===== config.mk =====
export PLATFORM = sky130hd
export DESIGN_NAME = ucsbece154b_victim_ctrl
export DESIGN_NICKNAME = d
export VERILOG_FILES = /design/src/rtl/ucsbece154b_victim_ctrl.sv
export SDC_FILE = /design/constraint.sdc
export NUM_CORES = 1
export LEC_CHECK = 0
export ABC_AREA = 1
export BUFFER_PORTS_ARGS = -buffer_cell sky130_fd_sc_hd__clkbuf_2
export CAP_MARGIN = 25
export CORE_AREA = 2 2 385 387
export CTS_CLUSTER_DIAMETER = 40
export DETAILED_ROUTE_END_ITERATION = 12
export DIE_AREA = 0 0 387 389
export GPL_ROUTABILITY_DRIVEN = 0
export PLACE_DENSITY_LB_ADDON = 0.05
export REMOVE_ABC_BUFFERS = 1
export SLEW_MARGIN = 20
export SYNTH_ARGS = -nofsm -noshare
export SYNTH_HDL_FRONTEND = slang
export SYNTH_SLANG_ARGS = --single-unit

===== constraint.sdc =====
create_clock -name clk_i -period 2.2 [get_ports clk_i]
set_clock_uncertainty 0.15 [all_clocks]
set_input_delay 0.11 -clock clk_i [delete_from_list [all_inputs] [get_ports clk_i]]
set_output_delay 0.11 -clock clk_i [all_outputs]
set_load 0.02 [all_outputs]

===== src/rtl/ucsbece154b_victim_ctrl.sv =====
// Miss-path controller for the fully-associative victim cache: probes and fills the victim
// cache on each L1 miss, falls back to memory on a victim miss, and serializes flushes.
module ucsbece154b_victim_ctrl #(
  parameter int ADDR_WIDTH = 56,
  parameter int LINE_WIDTH = 128,
  parameter int CNT_WIDTH  = 32
) (
  input  logic                  clk_i,
  input  logic                  rst_ni,
  input  logic                  flush_i,
  input  logic                  miss_valid_i,
  output logic                  miss_ready_o,
  input  logic [ADDR_WIDTH-1:0] miss_addr_i,
  input  logic                  evict_valid_i,
  input  logic [ADDR_WIDTH-1:0] evict_addr_i,
  input  logic [LINE_WIDTH-1:0] evict_data_i,
  output logic                  refill_valid_o,
  input  logic                  refill_ready_i,
  output logic [LINE_WIDTH-1:0] refill_data_o,
  output logic                  refill_src_o,
  output logic                  vc_en_o,
  output logic                  vc_flush_o,
  output logic [ADDR_WIDTH-1:0] vc_raddr_o,
  input  logic [LINE_WIDTH-1:0] vc_rdata_i,
  input  logic                  vc_hit_i,
  output logic                  vc_we_o,
  output logic [ADDR_WIDTH-1:0] vc_waddr_o,
  output logic [LINE_WIDTH-1:0] vc_wdata_o,
  output logic                  mem_req_valid_o,
  input  logic                  mem_req_ready_i,
  output logic [ADDR_WIDTH-1:0] mem_req_addr_o,
  input  logic                  mem_rsp_valid_i,
  input  logic [LINE_WIDTH-1:0] mem_rsp_data_i,
  output logic [CNT_WIDTH-1:0]  hit_cnt_o,
  output logic [CNT_WIDTH-1:0]  miss_cnt_o
);

  localparam int OFFSET_WIDTH = $clog2(LINE_WIDTH/8);
  localparam logic [ADDR_WIDTH-1:0] ALIGN_MASK =
    {{(ADDR_WIDTH-OFFSET_WIDTH){1'b1}}, {OFFSET_WIDTH{1'b0}}};

  // IDLE accept/flush | LOOKUP probe+evict write | MEM_REQ/MEM_WAIT fetch | RESP return line
  typedef enum logic [2:0] {
    S_IDLE, S_LOOKUP, S_MEM_REQ, S_MEM_WAIT, S_RESP
  } state_t;

  state_t                r_state, w_state_nxt;
  logic                  r_pending;
  logic                  r_vc_en;
  logic                  r_evict_valid;
  logic [ADDR_WIDTH-1:0] r_miss_addr;
  logic [ADDR_WIDTH-1:0] r_evict_addr;
  logic [LINE_WIDTH-1:0] r_evict_data;
  logic [LINE_WIDTH-1:0] r_refill_data;
  logic                  r_refill_src;
  logic [CNT_WIDTH-1:0]  r_hit_cnt;
  logic [CNT_WIDTH-1:0]  r_miss_cnt;

  logic w_miss_fire, w_flush_fire, w_lookup_hit, w_lookup_miss, w_rsp_fire;

  assign w_miss_fire   = (r_state == S_IDLE) && !r_pending && miss_valid_i;
  assign w_flush_fire  = (r_state == S_IDLE) && r_pending;
  assign w_lookup_hit  = (r_state == S_LOOKUP) && vc_hit_i;
  assign w_lookup_miss = (r_state == S_LOOKUP) && !vc_hit_i;
  assign w_rsp_fire    = (r_state == S_MEM_WAIT) && mem_rsp_valid_i;

  always_comb begin
    w_state_nxt     = r_state;
    miss_ready_o    = 1'b0;
    vc_flush_o      = 1'b0;
    vc_we_o         = 1'b0;
    mem_req_valid_o = 1'b0;
    refill_valid_o  = 1'b0;
    case (r_state)
      S_IDLE: begin
        miss_ready_o = !r_pending;
        vc_flush_o   = r_pending;
        if (w_miss_fire) w_state_nxt = S_LOOKUP;
      end
      S_LOOKUP: begin
        vc_we_o     = r_evict_valid;
        w_state_nxt = vc_hit_i ? S_RESP : S_MEM_REQ;
      end
      S_MEM_REQ: begin
        mem_req_valid_o = 1'b1;
        if (mem_req_ready_i) w_state_nxt = S_MEM_WAIT;
      end
      S_MEM_WAIT: begin
        if (mem_rsp_valid_i) w_state_nxt = S_RESP;
      end
      S_RESP: begin
        refill_valid_o = 1'b1;
        if (refill_ready_i) w_state_nxt = S_IDLE;
      end
      default: w_state_nxt = S_IDLE;
    endcase
  end

  // A flush request arriving in the same cycle as a clear re-arms the pending bit.
  always_ff @(posedge clk_i or negedge rst_ni) begin
    if (!rst_ni) begin
      r_state   <= S_IDLE;
      r_pending <= 1'b0;
      r_vc_en   <= 1'b0;
    end else begin
      r_state <= w_state_nxt;
      r_vc_en <= 1'b1;
      if (flush_i)           r_pending <= 1'b1;
      else if (w_flush_fire) r_pending <= 1'b0;
    end
  end

  always_ff @(posedge clk_i or negedge rst_ni) begin
    if (!rst_ni) begin
      r_miss_addr   <= '0;
      r_evict_valid <= 1'b0;
      r_evict_addr  <= '0;
      r_evict_data  <= '0;
      r_refill_data <= '0;
      r_refill_src  <= 1'b0;
      r_hit_cnt     <= '0;
      r_miss_cnt    <= '0;
    end else begin
      if (w_miss_fire) begin
        r_miss_addr   <= miss_addr_i & ALIGN_MASK;
        r_evict_valid <= evict_valid_i;
        r_evict_addr  <= evict_addr_i & ALIGN_MASK;
        r_evict_data  <= evict_data_i;
      end
      if (w_lookup_hit) begin
        r_refill_data <= vc_rdata_i;
        r_refill_src  <= 1'b1;
        if (r_hit_cnt != '1) r_hit_cnt <= r_hit_cnt + CNT_WIDTH'(1);
      end
      if (w_lookup_miss && (r_miss_cnt != '1)) r_miss_cnt <= r_miss_cnt + CNT_WIDTH'(1);
      if (w_rsp_fire) begin
        r_refill_data <= mem_rsp_data_i;
        r_refill_src  <= 1'b0;
      end
    end
  end

  assign vc_en_o        = r_vc_en;
  assign vc_raddr_o     = r_miss_addr;
  assign mem_req_addr_o = r_miss_addr;
  assign vc_waddr_o     = r_evict_addr;
  assign vc_wdata_o     = r_evict_data;
  assign refill_data_o  = r_refill_data;
  assign refill_src_o   = r_refill_src;
  assign hit_cnt_o      = r_hit_cnt;
  assign miss_cnt_o     = r_miss_cnt;

endmodule


# ---- Yosys cells after proc, flatten, opt, wreduce, memory -nomap -nowiden
# Cells that the tools add are included.
dict set report totals {
  ff_bits 431
  out_inout_bits 495
  word_cells 54
}
dict set report op_classes {
  n_addsub 2
  n_eq_ne 10
  n_mux 17
  reduce_logical 14
}
# operator count
set ops {}
lappend ops {{2-to-1 mux 128 bit} 2}
lappend ops {{adder 32 x 1 -> 32 bit (second input constant)} 2}
lappend ops {{!= test 32 bit (second input constant)} 2}
lappend ops {{2-to-1 mux 3 bit} 5}
lappend ops {{case mux 3 bit (5 select lines)} 1}
lappend ops {{2-to-1 mux 1 bit} 9}
lappend ops {{!= test 2 bit (second input constant)} 4}
lappend ops {{logical AND 1 bit} 7}
lappend ops {{equality test 3 x 2 -> 1 bit (second input constant)} 2}
lappend ops {{AND reduction 4 bit} 1}
lappend ops {{nonzero test 2 bit} 2}
lappend ops {{equality test 3 x 1 -> 1 bit (second input constant)} 1}
lappend ops {{equality test 3 bit (second input constant)} 1}
lappend ops {{zero test 3 bit} 1}
lappend ops {{zero test 1 bit} 2}
lappend ops {{AND reduction 2 bit} 1}

# ---- Logic depth before layout (Yosys ltp)
dict set report depth {
  ltp_word 5
  ltp_mapped 11
  mapped_depth_nobuf 10
}

# ---- Worst setup path after synthesis
# Ideal clock, no wire load.
dict set report synth_timing {
  path_type {reg2reg}
  start {reg r_hit_cnt[0] (netlist: hit_cnt_o[0])}
  end {reg r_hit_cnt[29] (netlist: hit_cnt_o[29])}
  arrival_ps 1687
  setup_slack_ps 246
  path_stages_with_launch 12
  n_path_buf 1
  path_cell_list {dfrtp_1 -> ha_1 -> inv_1 -> nor2_4 -> nand2_2 -> nor2_2 -> nand2_1 -> nand2_4 -> inv_4 -> buf_6 -> nand2_1 -> nand2_1}
}
dict set report synth_between {
  elab_chain_len 2
}
# element line_no
set synth_rtl {}
lappend synth_rtl {{from (decl)} 56} ;# logic [CNT_WIDTH-1:0] r_hit_cnt;
lappend synth_rtl {{from (signal assigned)} 133} ;# if (r_hit_cnt != '1) r_hit_cnt <= r_hit_cnt + CNT_WIDTH'(1);
lappend synth_rtl {{parallel branches: the longest is 2 deep, another holds adder 32 x 1 -> 32 bit} -}
# Parallel ways; which one is timed is not known.
# A chain may end at the register's enable or synchronous reset.

# ---- Worst setup path in the final report
dict set report layout_timing {
  start {reg r_state[0]}
  end {reg r_evict_data[27] (netlist: vc_wdata_o[27])}
}
dict set report layout_between {
  elab_chain_len 3
}
# element line_no
set layout_rtl {}
lappend layout_rtl {{from (decl)} 47} ;# state_t r_state, w_state_nxt;
lappend layout_rtl {{from (signal assigned)} 106} ;# r_state <= w_state_nxt;
lappend layout_rtl {{zero test 3 bit} 61} ;# assign w_miss_fire = (r_state == S_IDLE) && !r_pending && miss_valid_i;
lappend layout_rtl {{logical AND 1 bit (2 in series)} 61}
lappend layout_rtl {{to (signal assigned)} 128} ;# r_evict_data <= evict_data_i;
lappend layout_rtl {{to (decl)} 53} ;# logic [LINE_WIDTH-1:0] r_evict_data;
# Every way passes these cells.

==> results by stage <==
Clock network:
- The longest clock path from root to sink contains 3 buffers.
- The total clock sinks is 431.
- The TritonCTS buffer count is 133.
- The total number of H-tree levels is 4.
- The tree is rooted in a sky130_fd_sc_hd__clkbuf_16.
- The clock transition time at the flip-flop clock pins of the worst setup and hold paths is 0.05 ns.
- The clock latency of the later-clocked register in the worst-skew pair is 0.73 ns.
- The TritonCTS clock tree is yes.

Detailed routing:
- The average vias per placed instance is 3.62.
- The first routing iteration left 931 violations.
- The number of detailed-route iterations in the first pass is 5.
- The remaining number of nets flagged by the antenna check after routing is 0.
- After detailed routing, the number of remaining DRC violations is 0.
- Dividing the detail-routed wire length by the instance count gives 18.3 um.
- The routed layout has 23575 vias.
- The final wirelength is 119 mm.

STA:
- For the pin with the worst max-slew slack, the measured transition is 0.527 ns.
- The sum of negative setup slack is 0 ns.
- The minimum clock period is 2.05 ns.
- The final count of pins violating max slew came to 0.
- Setup violations remaining at the end of the flow were counted as 0.
- After layout, the worst path uses 93.2% of the clock period.
- The worst path meets setup with 0.150 ns of slack.
- The post-route worst hold slack is 0.0101 ns.
- Setup repair after global routing could not meet its margin everywhere.
- The relative max-transition margin is 64.8%.
- The total count of hold-check failures in the final report is 0.
- The maximum clock frequency is 488 MHz.

Floorplanning:
- 1000 I/O pins were placed.
- The floorplan step set the die width to 387 um.
- The core area is 147000 sq um.
- Row generation in the floorplan step produced 141 rows.
- The initial utilization of the core area, before any placement, comes to 13.7%.
- The die is 389 um tall.
- The die area is 151000 sq um.

Power:
- The power density normalized to cell area is 1230 nW/um^2.
- The internal power component is 0.0292 W.
- Net switching is 40.4% of the power.
- Sequential cells account for 26.5% of the total power.
- The share of total power in combinational logic is 36.4%.
- The post-route total power is 0.0490 W.
- The power share of the clock group is 37.0%.
- The static leakage is 21.0 nW.
- The analysis attributes to net switching a power of 0.0198 W.
- Across the VDD grid, the largest voltage drop is 0.510 mV.

Synth:
- The synthesized area is 20100 sq um.
- The number of warning messages in the yosys log is 0.
- The cell accounting for the most synthesized area is sky130_fd_sc_hd__dfrtp_1.
- The count of mapped cells out of synthesis is 2621.
- The proportion of register bits with asynchronous set or reset after synthesis is 100%.
- Yosys attributes the largest share of cell area to sky130_fd_sc_hd__dfrtp_1 54%, sky130_fd_sc_hd__nand2_1 25%, sky130_fd_sc_hd__o21ai_1 5.6%.
- The top-area cell type share of the netlist area is 53.7%.
- Sequential elements use 53.7% of the synthesized area.
- The number of distinct library cell variants in the gate-level netlist after synthesis is 30.
- The most common flop cell mapped by yosys is sky130_fd_sc_hd__dfrtp_1.
- After synthesis the netlist holds a flip-flop and latch count of 431.
- The average footprint of a synthesized cell is 7.66 sq um.
- The number of synthesized flops with an enable pin is 0.

Setup path:
- The critical path's top delay family is buffers and inverters.
- In this run the critical register-to-register path is captured at vc_wdata_o[27].
- The worst setup path is launched from a flop.
- The endpoint type of the worst setup path is a flop.
- The data required time of the worst path is 2.70 ns.
- Setup slack on the worst reg-to-reg path comes out at 0.15 ns.
- For this run, the slowest stage of the critical path takes 0.55 ns.
- The length in cells of the worst reg-to-reg path is 7.
- By startpoint and endpoint, the worst setup path is classified as reg -> reg.
- The critical path buffer and inverter count is 2.
- The worst endpoint data arrival time is 2.56 ns.
- The slowest cell on the critical path is sky130_fd_sc_hd__dlygate4sd3_1.
- In this design, the critical path's most frequently occurring cell is sky130_fd_sc_hd__nand2_1.
- The launch instance of the worst register-to-register path is r_state[0].
- The biggest fanout along the worst timing path is 10.
- The signal on the critical path passes through nor2_4 > nand2_2 > nor3_4 > buf_12 > nand2_1 > dlygate4sd3_1 > nand2_1.

Placed design:
- Buffers placed on the I/O ports in this run total 979.
- Before CTS, the worst setup slack after placement is 0.0392 ns.
- Detailed placement ended at an HPWL of 91.8 mm.

Finish:
- The library cell used most frequently in the layout, excluding fill and tap cells, is sky130_fd_sc_hd__nand2_1.
- The layout-stage area growth over the synthesis result is 98.0%.
- The multi-input combinational cells in the finished layout cover a total of 7550 sq um.
- Fill cells in the final layout number 16211.
- After the last flow step, the layout net total stands at 4972.
- The library cells used most frequently in the layout, excluding fill and tap cells, are 1343 x sky130_fd_sc_hd__nand2_1, 977 x sky130_fd_sc_hd__clkbuf_2, 774 x sky130_fd_sc_hd__dlygate4sd3_1.
- Cells fill 27.1% of the core in the end.
- Cells with a size suffix above 1 make up 29.2% of the layout.
- The flip-flop and latch area is 10800 sq um.

Global routing:
- The first global-routing pass estimated 172 mm of wire.
- Global routing used 15.6% of the available tracks.
- The initial antenna violation count was 23.
- The number of global-route vias before repair is 24720.
- The final global-route overflow total is 0.
- Entering global routing, the biggest net connects 62 pins.

Status:
- The run finished with clean final reports.

Hold path:
- The worst hold-check path type is in -> async.

Run:
- The number of max-capacitance violations reported is 0.
## worst min-delay path: stages
cell	delay, ns
sky130_fd_sc_hd__dlygate4sd3_1	0.56
sky130_fd_sc_hd__buf_8	0.34
sky130_fd_sc_hd__buf_16	0.25
## how the worst max path moves through the flow
stage	from	endpoint	slack, ns	cells past startpoint
floorplan	r_state[0]	mem_req_addr_o[10]	-10.66	6
global placement	r_state[0]	refill_data_o[125]	0.008	7
detailed placement	r_state[0]	refill_data_o[125]	0.04	7
finish	r_state[0]	vc_wdata_o[27]	0.15	7
global route	r_state[0]	refill_valid_o	-0.02	2
CTS	r_state[0]	vc_wdata_o[98]	0.02	7
## what timing repair did
| action | 4_1_cts | 5_1_grt |
|---|---|---|
| hold buffers | 775 | 0 |
| buffers inserted | 0 | 5 |
| setup endpoints to repair | 2 | 16 |
| endpoints found under the hold margin | 829 | 0 |
| gates resized for setup | 2 | 8 |
## registers in the layout (all words and copies together), names as in the netlist, 3 cells and up
register and flops:
vc_waddr_o 52, vc_wdata_o 128, mem_req_addr_o 52, r_state 3, hit_cnt_o 32, refill_data_o 128, miss_cnt_o 32
## cells in the mapped netlist (2+ instances only)
cell and number:
sky130_fd_sc_hd__buf_1 4, sky130_fd_sc_hd__buf_2 47, sky130_fd_sc_hd__buf_4 86, sky130_fd_sc_hd__buf_6 6, sky130_fd_sc_hd__clkbuf_1 38, sky130_fd_sc_hd__conb_1 2
sky130_fd_sc_hd__dfrtp_1 431, sky130_fd_sc_hd__ha_1 2, sky130_fd_sc_hd__inv_1 183, sky130_fd_sc_hd__inv_2 5, sky130_fd_sc_hd__nand2_1 1345, sky130_fd_sc_hd__nand2_2 5
sky130_fd_sc_hd__nand2_4 2, sky130_fd_sc_hd__nand3_1 35, sky130_fd_sc_hd__nand3b_1 5, sky130_fd_sc_hd__nand4_1 4, sky130_fd_sc_hd__nor2_1 111, sky130_fd_sc_hd__nor2_2 4
sky130_fd_sc_hd__nor2_4 4, sky130_fd_sc_hd__nor3_1 3, sky130_fd_sc_hd__o21ai_0 43, sky130_fd_sc_hd__o21ai_1 224, sky130_fd_sc_hd__xnor2_1 10, sky130_fd_sc_hd__xor2_1 16
## kinds of logic (layout without fill, tap and decap cells)
group                    Yosys count  count (layout)  synth area share (%)
AO/OA/AOI/OAI                    268             268                  6.69
buffers and inverters            370            2302                  9.05
other                              2              28                0.0374
AND/OR/NAND/NOR                 1522            1522                  29.3
XOR/XNOR                          26              26                  1.13
flip-flops                       431             431                  53.7
adder cells (fa/ha/maj)            2               2                 0.125
## routing by layer
metal | vias to the layer above | wire, um | GRT usage, % | share of wire [%]
met1 | 10973 | 46500 | 16.8 | 39
met3 | 190 | 7850 | 5.32 | 6.6
met2 | 685 | 61500 | 28.2 | 52
li1 | 11721 | - | - | -
met4 | 6 | 3490 | 5.33 | 2.9
met5 | - | 43 | 0 | 0.036
## area by class of cell
type                            instances  share of cell area, %
Inverter                              189                   1.83
Antenna cell                           15                 0.0944
Multi-Input combinational cell       1831                   19.0
Timing Repair Buffer                 1879                   35.2
Clock inverter                         42                   1.09
Tap cell                             1930                   6.07
Clock buffer                          192                   9.59
Sequential cell                       431                   27.1
## stage by stage
step	cells	instance area, sq um
floorplan	2451	19000
global placement	5480	27600
detailed placement	5480	27600
CTS	6489	39700
global route	6503	39800
finish	6509	39800
## power groups by stage
stage	Sequential (W)	Combinational, W	Clock, W
4_1_cts	0.0130	0.0183	0.0188
6_report	0.0130	0.0178	0.0181
3_5_place_dp	0.0130	0.0171	0
5_1_grt	0.0134	0.0194	0.0192
3_3_place_gp	0.0131	0.0173	0
2_1_floorplan	0.0171	0.00461	0
No activity file was read; power rests on OpenSTA's default activity.
